==> src/rtl/activate_stage_pkg.sv <==
// activate_stage_pkg: activation encodings, FSM states and Q8.8 constants shared by the activate stage
package activate_stage_pkg;
    localparam int ACT_IDENT = 0;
    localparam int ACT_RELU  = 1;
    localparam int ACT_LRELU = 2;
    localparam int ACT_HSIG  = 3;
    localparam int ONE  = 'h0100;
    localparam int HALF = 'h0080;
    typedef enum logic [1:0] {ST_IDLE = 2'd0, ST_RUN = 2'd1, ST_DONE = 2'd2} state_t;
endpackage

==> src/rtl/activate_stage_activation_unit.sv <==
// activation_unit: combinational single-lane activation and derivative in signed Q8.8
module activation_unit
    import activate_stage_pkg::*;
#(
    parameter int data_size     = 16,
    parameter int act_type_size = 4
) (
    input  logic signed [data_size-1:0]     y,
    input  logic        [act_type_size-1:0] act_type,
    output logic        [data_size-1:0]     a,
    output logic        [data_size-1:0]     da
);
    localparam logic signed [data_size:0] lim = (data_size+1)'(512);
    logic neg, pos, in_win;
    logic signed [data_size:0] ys, sum;
    logic signed [data_size-1:0] lr;
    logic [data_size-1:0] hs_a, one_d;
    // shifts live in their own statements so the unsigned ternaries below cannot turn them logical
    always_comb begin
        one_d  = data_size'(ONE);
        neg    = y[data_size-1];
        pos    = !neg && |y;
        lr     = y >>> 3;
        ys     = {y[data_size-1], y};
        sum    = (ys >>> 2) + (data_size+1)'(HALF);
        in_win = (ys > -lim) && (ys < lim);
        hs_a   = sum[data_size] ? '0 : (sum > (data_size+1)'(ONE)) ? one_d : sum[data_size-1:0];
        a  = (act_type == act_type_size'(ACT_RELU))  ? (neg ? '0 : y) :
             (act_type == act_type_size'(ACT_LRELU)) ? (neg ? lr : y) :
             (act_type == act_type_size'(ACT_HSIG))  ? hs_a : y;
        da = (act_type == act_type_size'(ACT_RELU))  ? (pos ? one_d : '0) :
             (act_type == act_type_size'(ACT_LRELU)) ? (neg ? data_size'(32'h20) : one_d) :
             (act_type == act_type_size'(ACT_HSIG))  ? (in_win ? data_size'(32'h40) : '0) : one_d;
    end
endmodule

==> src/rtl/activate_stage.sv <==
// activate_stage: captures a vector, activates it one lane per cycle through a shared unit, holds result until taken
module activate_stage
    import activate_stage_pkg::*;
#(
    parameter int size                   = 3,
    parameter int data_size              = 16,
    parameter int act_type_size          = 4,
    parameter int dense_type_size        = 4,
    parameter int cost_type_size         = 8,
    parameter int backprop_controll_size = 100
) (
    input  logic                              clk,
    input  logic                              rst_n,
    input  logic                              in_valid,
    output logic                              in_ready,
    input  logic [act_type_size-1:0]          act_type,
    input  logic [dense_type_size-1:0]        dense_type,
    input  logic [cost_type_size-1:0]         cost_type,
    input  logic [data_size*size-1:0]         w,
    input  logic [data_size*size-1:0]         y,
    input  logic [data_size*size-1:0]         x,
    input  logic [data_size*size-1:0]         predict_value,
    input  logic [backprop_controll_size-1:0] backprop_controll,
    output logic                              out_valid,
    input  logic                              out_ready,
    output logic [data_size*size-1:0]         a_out,
    output logic [data_size*size-1:0]         da_out,
    output logic [dense_type_size-1:0]        dense_type_out,
    output logic [cost_type_size-1:0]         cost_type_out,
    output logic [data_size*size-1:0]         w_out,
    output logic [data_size*size-1:0]         x_out,
    output logic [data_size*size-1:0]         predict_value_out,
    output logic [backprop_controll_size-1:0] backprop_controll_out
);
    localparam int iw = $clog2(size + 1);
    state_t state;
    logic [iw-1:0] idx;
    logic [act_type_size-1:0] act_r;
    logic [data_size*size-1:0] y_r;
    logic [data_size-1:0] lane_a, lane_da;
    assign in_ready  = state == ST_IDLE;
    assign out_valid = state == ST_DONE;
    activation_unit #(.data_size(data_size), .act_type_size(act_type_size)) u_act (
        .y        (y_r[idx*data_size +: data_size]),
        .act_type (act_r),
        .a        (lane_a),
        .da       (lane_da)
    );
    // idx runs one past the last lane so out_valid lands size+1 cycles after accept
    always_ff @(posedge clk or negedge rst_n) begin
        if (!rst_n) begin
            state                 <= ST_IDLE;
            idx                   <= '0;
            act_r                 <= '0;
            y_r                   <= '0;
            a_out                 <= '0;
            da_out                <= '0;
            dense_type_out        <= '0;
            cost_type_out         <= '0;
            w_out                 <= '0;
            x_out                 <= '0;
            predict_value_out     <= '0;
            backprop_controll_out <= '0;
        end else if (in_ready && in_valid) begin
            state                 <= ST_RUN;
            idx                   <= '0;
            act_r                 <= act_type;
            y_r                   <= y;
            dense_type_out        <= dense_type;
            cost_type_out         <= cost_type;
            w_out                 <= w;
            x_out                 <= x;
            predict_value_out     <= predict_value;
            backprop_controll_out <= backprop_controll;
        end else if (state == ST_RUN) begin
            if (idx == iw'(size)) begin
                state <= ST_DONE;
            end else begin
                a_out[idx*data_size +: data_size]  <= lane_a;
                da_out[idx*data_size +: data_size] <= lane_da;
                idx <= idx + 1'b1;
            end
        end else if (out_valid && out_ready) begin
            state <= ST_IDLE;
        end
    end
endmodule

==> config.mk <==
export PLATFORM = sky130hd
export DESIGN_NAME = activate_stage
export DESIGN_NICKNAME = d
export VERILOG_FILES = /design/src/rtl/activate_stage_pkg.sv /design/src/rtl/activate_stage_activation_unit.sv /design/src/rtl/activate_stage.sv
export SDC_FILE = /design/constraint.sdc
export NUM_CORES = 1
export LEC_CHECK = 0
export CAP_MARGIN = 0
export CORE_AREA = 5 5 257 259
export CTS_BUF_LIST = sky130_fd_sc_hd__clkbuf_2 sky130_fd_sc_hd__clkbuf_4 sky130_fd_sc_hd__clkbuf_8
export CTS_CLUSTER_DIAMETER = 60
export DETAILED_ROUTE_END_ITERATION = 10
export DIE_AREA = 0 0 262 264
export SLEW_MARGIN = 20
export SYNTH_ARGS = -nofsm -noshare
export SYNTH_HDL_FRONTEND = slang
export SYNTH_SLANG_ARGS = --single-unit
==> constraint.sdc <==
create_clock -name clk -period 2.2 [get_ports clk]
set_input_delay 0.66 -clock clk [delete_from_list [all_inputs] [get_ports clk]]
set_output_delay 0.66 -clock clk [all_outputs]
set_load 0.05 [all_outputs]
==> flow_summary.ini, run 1 <==
[outcome]
status = finished, violations left
violations = setup timing

[pwr]
peakVddDrop_uv = 1170
power.switching_mw = 22.0
clockPowerShare_pct = 16.0
total_power_mw = 46.8
p_int_mw = 24.7
power-per-cell-area_nw_per_um2 = 1840
p_leak_nw = 10.8
switching_share_pct = 47.1
combPwrFrac_pct = 58.2
seqPwrFrac_pct = 25.8

[timing]
period_minus_slack_ns = 2.36
setup_ws_ns = -0.158
rsz0062_at_grt = true
max_slew_margin_pct = 59.3
hold_slack_ns = 0.496
tns_ns = -4.46
fmax_mhz = 424
finClkSkew_ns = 0.0352
hold_viol_final = 0
maxSlewViolCount = 0
tightest_slew_ns = 0.607
layout_worst_path_cycle_share_pct = 107
setup_viol = 42

[critical_path]
critical-path-top-delay-family = compound AO/OA/AOI/OAI gates
cp.required_ns = 2.75
r2r-end = a_out[16]$_DFFE_PN0P_
arrival_ns = 2.91
crit_chain = buf_6 > mux2i_2 > buf_4 > a2bb2oi_4 > inv_2 > ha_4 > nor3_2 > a32o_1 > o211ai_2 > buf_12 > o31ai_2
worstSetupPathType = register to register
cp_slowest_cell = dfrtp_2
worstSetupStartpointType = register
reg2reg_slack_ns = -0.16
r2r.worst_path.cells = 11
regToRegStartpoint = idx[0]$_DFFE_PN0P_
critPathMaxFanout = 21
critical_path_buf_inv_count = 4
worstSetupEndpointType = register
slowest_delay_ns = 0.40

[drt]
drc_errors = 0
dr_total_vias = 12000
wl_per_cell_microns = 20.6
via_per_inst = 4.38
wirelength_mm = 56.5
drt_iter0_drc = 445
drtPass1Iterations = 7
ant_nets = 0

[run]
cap_violations = 0

[clocking]
clock-sinks = 369
clk_latency_ns = 0.64
cts.clk_slew.worst_paths_ns = 0.06
cts_made_buffers = 73
cts-root-buf = clkbuf_8
cts_max_level = 3
clockBufferDepth = 3
tritoncts = done

[grt]
grt_remaining_overflow = 0
antenna_found_initial = 16
grt_pass1_vias = 13200
grt_max_degree = 59
grt_usage_pct = 15.7
grt_pass1_wl_mm = 83.3

[synth]
syn_inst = 1047
dominantRegCellSynth = dfrtp_1
synth_edf_count = 0
synthDistinctLibCells = 63
async_reset_ff_share_pct = 100
ys_seq_area_share_pct = 60.1
syn-mean-instance-area_sq_um = 14.7
yosysWarnings = 0
synth_area_sq_um = 15400
ys_seq_elements = 369

[floorplanning]
fp.dieW_microns = 262
die_area_sq_um = 69200
core-area_sq_um = 63600
die_h_microns = 264
rows = 93
ios = 666
start_util_pct = 24.1

[finish]
regArea_sq_um = 9240
final_nets = 2154
area_growth_pct = 65.6
drive_above_1_share_pct = 52.0
stdcell_area_sq_um = 25400
fill_cells = 6031
stdcell_count = 2745
multi_input_area_sq_um = 5970
final_util_pct = 40.0

[hold_path]
min_path_type = register to register
holdPathStages = 2
hold_path_startpoint = da_out[37]$_DFFE_PN0P_
min_to = da_out[37]$_DFFE_PN0P_

[place]
placed_cell_area_sq_um = 23200
place_congestion = 0.829
port-buffer-count = 626
dp_cells = 2595
hpwl_mm = 43.7
place_ws_ns = -0.265
[Yosys cell counts, types with 4 or more instances]
library cell	instances	area [sq um]
buf_4	42	315
nand3_1	13	65.1
o21ai_1	7	35.0
ha_1	6	75.1
clkbuf_1	52	195
mux2_1	4	45.0
dfrtp_1	369	9230
o31ai_1	5	37.5
mux2i_1	7	70.1
mux2_2	313	3520
a22o_1	27	236
inv_1	6	22.5
nand2_1	19	71.3
nand2b_1	10	62.6
o31ai_2	20	250
nor3_1	7	35.0
o21ai_0	8	40.0
o221ai_1	7	61.3
a21oi_1	5	25.0
a22oi_2	8	100
buf_6	4	45.0
o22a_1	4	35.0
a2bb2oi_1	6	52.6
o22ai_1	12	75.1
a22oi_1	21	158
nor2_1	10	37.5
[cell type report]
class                   instances  area share [%]
diodes                          5          0.0492
clock buffers                 102            5.12
clock inverters                22           0.998
inverters                       8           0.128
multi-input cells             607            23.5
flip-flops and latches        369            36.3
well taps                     855            4.20
repair buffers                777            29.7
[placed cells by master, fill, tap and decap left out, types with 5 or more instances in the layout]
master / count
conb_1: 39
nor2_1: 7
clkbuf_4: 16
mux2i_1: 5
a22oi_1: 19
a22oi_2: 10
clkbuf_2: 5
clkdlybuf4s50_1: 310
clkdlybuf4s15_2: 150
buf_12: 25
mux2_2: 312
nand3_1: 11
a2bb2oi_1: 5
a22o_1: 27
o31ai_2: 21
buf_6: 11
buf_4: 270
clkinv_2: 7
o221ai_1: 7
o21ai_1: 8
nand2b_1: 10
diode_2: 5
dfrtp_1: 367
nand2_1: 19
o21ai_0: 7
clkbuf_8: 86
o22ai_1: 5
[how the worst max path moves through the flow]
stage | slack (ns) | end | startpoint | cells past startpoint
after floorplan | -0.10 | a_out[0]$_DFFE_PN0P_ | idx[0]$_DFFE_PN0P_ | 7
after global placement | -0.21 | a_out[16]$_DFFE_PN0P_ | idx[0]$_DFFE_PN0P_ | 12
after detailed placement | -0.27 | a_out[16]$_DFFE_PN0P_ | idx[0]$_DFFE_PN0P_ | 11
after CTS | -0.20 | a_out[16]$_DFFE_PN0P_ | idx[0]$_DFFE_PN0P_ | 11
after global routing | -0.26 | a_out[16]$_DFFE_PN0P_ | idx[0]$_DFFE_PN0P_ | 11
final | -0.16 | a_out[16]$_DFFE_PN0P_ | idx[0]$_DFFE_PN0P_ | 11
[cells by family (layout without fill, tap and decap cells)]
family | count (synthesis) | in the layout | share of synthesized area, %
other | 1 | 44 | 0.0244
and+or+nand+nor | 84 | 84 | 2.98
adders and majority gates | 6 | 6 | 0.488
AOI/OAI and AO/OA | 153 | 153 | 8.79
muxes | 324 | 324 | 23.7
DFF | 369 | 369 | 60.1
buffers and inverters | 109 | 909 | 3.89
xor gates and xnor gates | 1 | 1 | 0.0570
[timing repair]
| action | 4_1_cts | 5_1_grt |
|---|---|---|
| hold buffers | 1 | 0 |
| pin swaps | 2 | 15 |
| buffers inserted | 3 | 15 |
| resized for setup | 485 | 43 |
| setup endpoints to repair | 206 | 64 |
| cloned | 3 | 1 |
| endpoints found under the hold margin | 28 | 0 |
[flip-flops by register name, summed over array words and instances, names as in the netlist]
| register | count |
|---|---|
| a_out | 48 |
| act_r | 4 |
| backprop_controll_out | 100 |
| cost_type_out | 8 |
| da_out | 9 |
| dense_type_out | 4 |
| idx | 2 |
| predict_value_out | 48 |
| state | 2 |
| w_out | 48 |
| x_out | 48 |
| y_r | 48 |
[power groups by stage]
stage	clock network [mW]	logic, mW	registers [mW]
finish	7.47	27.2	12.1
global route	8.07	28.4	12.5
CTS	7.79	26.8	12.1
detailed placement	0	26.7	12.1
global placement	0	26.5	12.0
floorplan	0	7.37	21.4
[worst register-to-register path: cells and delay by family (launching register included)]
kind / cells / cell delay (ns)
buffers and inverters: 4 / 0.56
adders and majority gates: 1 / 0.17
and+or+nand+nor: 1 / 0.21
DFF: 1 / 0.40
AOI/OAI and AO/OA: 4 / 0.69
muxes: 1 / 0.24
[routing by layer]
metal  up-vias  global-route usage (%)  wire, microns
met5         -                       0            103
met4        16                    4.99           1480
met3       113                    5.43           4440
met2       442                    27.4          29400
met1      6086                    17.9          21100
li1       5368                       -              -
(Power assumes the default switching activity.)
==> inputs of run 2 (changes only) <==
Settings changed: GPL_TIMING_DRIVEN set to 0, SYNTH_HIERARCHICAL set to 1.
==> run 2 against run 1 <==
Via count up 1.1%. The run still ends with setup timing left. Area after synthesis up 6.4%. Total power up 2.4%. Highest routed layer is now met4.
==> flow_summary.ini, run 2 <==
[synth]
ys_seq_elements = 408
syn-mean-instance-area_sq_um = 15.3
synth.top_cell.area_share_pct = 62.5
synthTopCellsByCount = dfrtp_1, mux2_2, a22o_1
ys_seq_area_share_pct = 62.5
synth_area_sq_um = 16300
synth_most_common_cell = dfrtp_1
synth_edf_count = 0
ys_top_cells_by_area = dfrtp_1, mux2_2, mux2_1, a22o_1, buf_6
dominantRegCellSynth = dfrtp_1
yosysWarnings = 6
async_reset_ff_share_pct = 100
synthDistinctLibCells = 50
syn_inst = 1070
synth_top_cell_by_area = dfrtp_1

[finish]
largest_register = backprop_controll_out
fill_cells = 5871
final_nets = 2185
drive_above_1_share_pct = 46.0
area_growth_pct = 66.0
final_common_cell = dfrtp_1
layout_common_cells = dfrtp_1, clkdlybuf4s15_2, clkdlybuf4s50_1, mux2_2, a22o_1
largest_reg_flops = 100
final_util_pct = 42.6

[timing]
period_minus_slack_ns = 2.63
maxSlewViolCount = 0
fmax_mhz = 381
hold_viol_final = 0
max_slew_margin_pct = 54.0
layout_worst_path_cycle_share_pct = 119
tns_ns = -13.13
tightest_slew_ns = 0.686
hold_slack_ns = 0.483
rsz0062_at_grt = true
finClkSkew_ns = 0.0227
setup_viol = 55
setup_ws_ns = -0.427

[critical_path]
worstSetupStartpointType = register
crit_chain = buf_12 > buf_16 > mux2i_2 > o21ai_2 > nand4_1 > a21oi_2 > o21ai_4 > buf_12 > o31ai_4 > a22o_1
slowest_delay_ns = 0.45
arrival_ns = 3.17
worstSetupPathType = register to register
cp_slowest_cell = dfrtp_2
crit_top_cell = buf_12
setup.worst_path.start = idx[0]$_DFFE_PN0P_
worstSetupEndpointType = register
regToRegStartpoint = idx[0]$_DFFE_PN0P_
cp.required_ns = 2.75
reg2reg_slack_ns = -0.43
critPathMaxFanout = 8

[place]
hpwl_mm = 46.5
place_congestion = 0.797
port-buffer-count = 665

[grt]
grt_pass1_vias = 13500
grt_pass1_wl_mm = 87.5
grt_max_degree = 93
antenna_found_initial = 2
grt_usage_pct = 16.6
grt_remaining_overflow = 0

[drt]
wirelength_mm = 59.6
drt_iter0_drc = 356
ant_nets = 0
wl_per_cell_microns = 21.5
dr_total_vias = 12200
drtPass1Iterations = 4
drc_errors = 0
via_per_inst = 4.38

[clocking]
cts.clk_slew.worst_paths_ns = 0.06
clk_latency_ns = 0.62
cts-root-buf = clkbuf_8
clock-sinks = 408
clockBufferDepth = 3
cts_made_buffers = 75
cts_max_level = 3
tritoncts = done

[pwr]
power.switching_mw = 22.9
peakVddDrop_uv = 1020
power-per-cell-area_nw_per_um2 = 1770
p_int_mw = 25.0
total_power_mw = 47.9
p_leak_nw = 11.5
switching_share_pct = 47.8
combPwrFrac_pct = 57.2
seqPwrFrac_pct = 27.2
clockPowerShare_pct = 15.5

[outcome]
status = finished, violations left
violations = setup timing

[floorplanning]
fp.dieW_microns = 262
ios = 666
rows = 93
core-area_sq_um = 63600
die_area_sq_um = 69200
die_h_microns = 264
start_util_pct = 25.7

[run]
cap_violations = 0

[hold_path]
min_path_type = register to register
hold_path_startpoint = x_out[6]$_DFFE_PN0P_
[run 2: final timing paths]
| path | endpoint | depth (start not counted) |
|---|---|---|
| max | a_out[16]$_DFFE_PN0P_ | 10 |
| min | x_out[6]$_DFFE_PN0P_ | 1 |
| max reg2reg | a_out[16]$_DFFE_PN0P_ | 10 |
| min reg2reg | x_out[6]$_DFFE_PN0P_ | 1 |
| max in group asynchronous | backprop_controll_out[3]$_DFFE_PN0P_ | 4 |
| min in group asynchronous | w_out[35]$_DFFE_PN0P_ | 2 |
[run 2: final cells by class]
type	count	area (sq um)	area share [%]
Clock buffer	117	1470	5.43
Clock inverter	13	82.6	0.304
Inverter	10	42.5	0.157
Antenna cell	1	2.50	0.00922
Tap cell	855	1070	3.94
Timing Repair Buffer	707	7510	27.7
Buffer	85	743	2.74
Multi-Input combinational cell	579	5990	22.1
Sequential cell	408	10200	37.6
[run 2: cells by family (layout without fill, tap and decap cells)]
family / Yosys count / in the layout / synth area share (%)
and+or+nand+nor: 67 / 67 / 2.51
other: 1 / 14 / 0.0229
DFF: 408 / 408 / 62.5
AOI/OAI and AO/OA: 163 / 163 / 7.98
buffers and inverters: 95 / 932 / 4.00
adders and majority gates: 8 / 8 / 0.597
xor gates and xnor gates: 1 / 1 / 0.0536
muxes: 327 / 327 / 22.4
[run 2: worst max-delay path, delay by kind of cell, from the launching register on]
family | cells | cell delay [ns]
AOI/OAI and AO/OA | 5 | 1.26
buffers and inverters | 3 | 0.48
DFF | 1 | 0.45
muxes | 1 | 0.17
and+or+nand+nor | 1 | 0.17
[run 2: timing repair]
action                                   CTS  global route
gates cloned                               0             0
setup buffers                             27            11
endpoints found under the setup margin   457           118
hold endpoints to repair                  32             0
gates resized for setup                 1152            38
pin swaps                                 32            16
hold buffers                               1             0
[run 2: metal layers]
metal	part of all wire (%)	vias up	track usage, %
met5	0	-	0
met4	2.6	0	5.40
met3	11	83	7.11
met2	50	527	29.4
met1	36	6045	17.9
li1	-	5504	-
[run 2: power by group through the flow]
stage | logic (mW) | clock network, mW | registers [mW]
after floorplan | 6.81 | 0 | 23.3
after global placement | 26.8 | 0 | 13.1
after detailed placement | 27.0 | 0 | 13.1
after CTS | 27.3 | 7.78 | 13.1
after global routing | 28.8 | 8.12 | 13.5
final | 27.4 | 7.44 | 13.0
[run 2: stage by stage]
step,cells,worst slack [ns],instance area (sq um)
6_report,2775,-0.427,27100
3_5_place_dp,2606,-1.06,24400
5_1_grt,2774,-0.527,27100
4_1_cts,2763,-0.439,27000
2_1_floorplan,1082,-0.202,16600
3_3_place_gp,2602,-19.10,24300
==> inputs of run 3 (changes only) <==
Settings changed: CORE_AREA 5 5 257 259 to 2 2 262 264, DIE_AREA 0 0 262 264 to 0 0 264 266.
==> run 3 against run 2 <==
The run still ends with setup timing left. Sequential share of layout area is 0.73 points lower. Die area is 1.5% higher. Sequential power hardly changed. Critical path depth is 1 higher. Wire length is 0.15% lower. Via count is 2.1% higher. Register-to-register slack better by 0.07 ns. Final area is 2.0% higher. Setup slack better by 0.072 ns. Sequential cell count stayed put. Highest routed layer is now met5.
==> flow_summary.ini, run 3 (synthesis results as in run 2) <==
[outcome]
status = finished, violations left
violations = setup timing

[drt]
drc_errors = 0
ant_nets = 0
drtPass1Iterations = 4
wirelength_mm = 59.5
drt_iter0_drc = 438
wl_per_cell_microns = 21.0
via_per_inst = 4.38
dr_total_vias = 12400

[timing]
setup_ws_ns = -0.355
setup_viol = 43
fmax_mhz = 391
layout_worst_path_cycle_share_pct = 116
period_minus_slack_ns = 2.55
tightest_slew_ns = 0.603
maxSlewViolCount = 0
rsz0062_at_grt = true
max_slew_margin_pct = 59.5
hold_viol_final = 0
tns_ns = -10.85
finClkSkew_ns = 0.0248
hold_slack_ns = 0.481

[critical_path]
worstSetupPathType = register to register
arrival_ns = 3.10
regToRegStartpoint = idx[0]$_DFFE_PN0P_
slowest_delay_ns = 0.46
endpoint = a_out[7]$_DFFE_PN0P_
cp.required_ns = 2.75
r2r-end = a_out[7]$_DFFE_PN0P_
reg2reg_slack_ns = -0.35
crit_top_cell = buf_12
setup.worst_path.start = idx[0]$_DFFE_PN0P_
worstSetupStartpointType = register
cp_slowest_cell = dfrtp_2
r2r.worst_path.cells = 11
crit_chain = buf_12 > buf_12 > mux2i_4 > o21ai_4 > buf_6 > and3b_1 > o31ai_4 > o21ai_4 > buf_12 > o31ai_4 > a22o_1
critPathMaxFanout = 8
worstSetupEndpointType = register

[grt]
grt_usage_pct = 16.7
grt_pass1_vias = 13700
grt_max_degree = 94
antenna_found_initial = 14
grt_pass1_wl_mm = 88.1
grt_remaining_overflow = 0

[floorplanning]
fp.dieW_microns = 264
core-area_sq_um = 67700
die_h_microns = 266
die_area_sq_um = 70200
ios = 666
rows = 96
start_util_pct = 24.1

[clocking]
cts.clk_slew.worst_paths_ns = 0.05
cts-root-buf = clkbuf_8
tritoncts = done
clockBufferDepth = 3
cts_max_level = 3
clk_latency_ns = 0.63
cts_made_buffers = 77
clock-sinks = 408

[finish]
regArea_sq_um = 10200
area_growth_pct = 69.3
fill_cells = 6267
largest_reg_flops = 100
final_nets = 2207
drive_above_1_share_pct = 47.2
multi_input_area_sq_um = 6110
final_common_cell = dfrtp_1
layout_common_cells = dfrtp_1, clkdlybuf4s15_2, clkdlybuf4s50_1, mux2_2, a22o_1
largest_register = backprop_controll_out

[pwr]
peakVddDrop_uv = 929
power-per-cell-area_nw_per_um2 = 1770
p_leak_nw = 11.7
total_power_mw = 49.0

[place]
place_congestion = 0.826
port-buffer-count = 665
hpwl_mm = 45.2

[hold_path]
holdPathStages = 1
min_path_type = register to register

[run]
cap_violations = 0
==> run 3: cell types whose count changed in the layout (fill, tap and decap cells not counted), moves of 3 or more <==
cell and change:
buf_4 +11, buf_6 +9, clkdlybuf4s15_2 +9, diode_2 +7, clkbuf_2 -5, clkdlybuf4s15_1 -4
clkinvlp_4 +4, clkinv_2 -3, o21ai_1 -3, o21ai_4 +3
==> run 3: routing by layer <==
metal	vias up	wire (microns)	track usage, %	part of all wire [%]
li1	5540	-	-	-
met1	6221	22900	18.7	39
met2	514	29400	28.4	49
met3	129	5120	6.23	8.6
met4	10	1950	7.05	3.3
met5	-	68	0	0.11
==> run 3: final cells by class <==
cell class	instances	area share [%]
diodes	8	0.0724
plain buffers	83	2.73
clock buffers	120	5.45
clock inverters	13	0.488
inverters	10	0.185
multi-input cells	579	22.1
flip-flops and latches	408	36.9
well taps	882	3.99
repair buffers	729	28.1
==> run 3: critical path: cells and delay by family (launching register included) <==
family | cells | cell delay (ns)
simple gates | 1 | 0.18
buf+inv | 4 | 0.58
flops | 1 | 0.46
mux | 1 | 0.26
compound gates | 5 | 0.97
==> run 3: stage by stage <==
stage	util (%)	std cells	instance area (sq um)	setup WS, ns
floorplan	-	1082	16600	-0.202
global placement	35.9	2629	24300	-19.22
detailed placement	36.1	2633	24400	-0.900
CTS	40.1	2798	27200	-0.425
global route	40.8	2831	27700	-0.420
finish	40.8	2832	27700	-0.355
==> run 3: power breakdown <==
part	leakage [nW]	switching, mW	total (mW)	internal (mW)
combinational	5.77	17.9	28.1	10.1
clock	0.862	3.21	7.80	4.58
sequential	5.05	2.08	13.1	11.0
total	11.7	23.2	49.0	25.8
==> run 3: timing repair <==
action,CTS,global route
gates resized for setup,1171,62
setup endpoints to repair,646,145
hold buffers,1,0
buffers inserted,30,27
pin swaps,41,30
cloned,2,2
endpoints found under the hold margin,49,0
==> run 3: worst min path at each step <==
stage | from | end | slack (ns)
finish | x_out[27]$_DFFE_PN0P_ | x_out[27]$_DFFE_PN0P_ | 0.48
global route | w_out[14]$_DFFE_PN0P_ | w_out[14]$_DFFE_PN0P_ | 0.50
CTS | rst_n | w_out[33]$_DFFE_PN0P_ | 0.46
detailed placement | x_out[23]$_DFFE_PN0P_ | x_out[23]$_DFFE_PN0P_ | 0.47
global placement | x_out[9]$_DFFE_PN0P_ | x_out[9]$_DFFE_PN0P_ | 0.47
floorplan | rst_n | a_out[0]$_DFFE_PN0P_ | 0.36
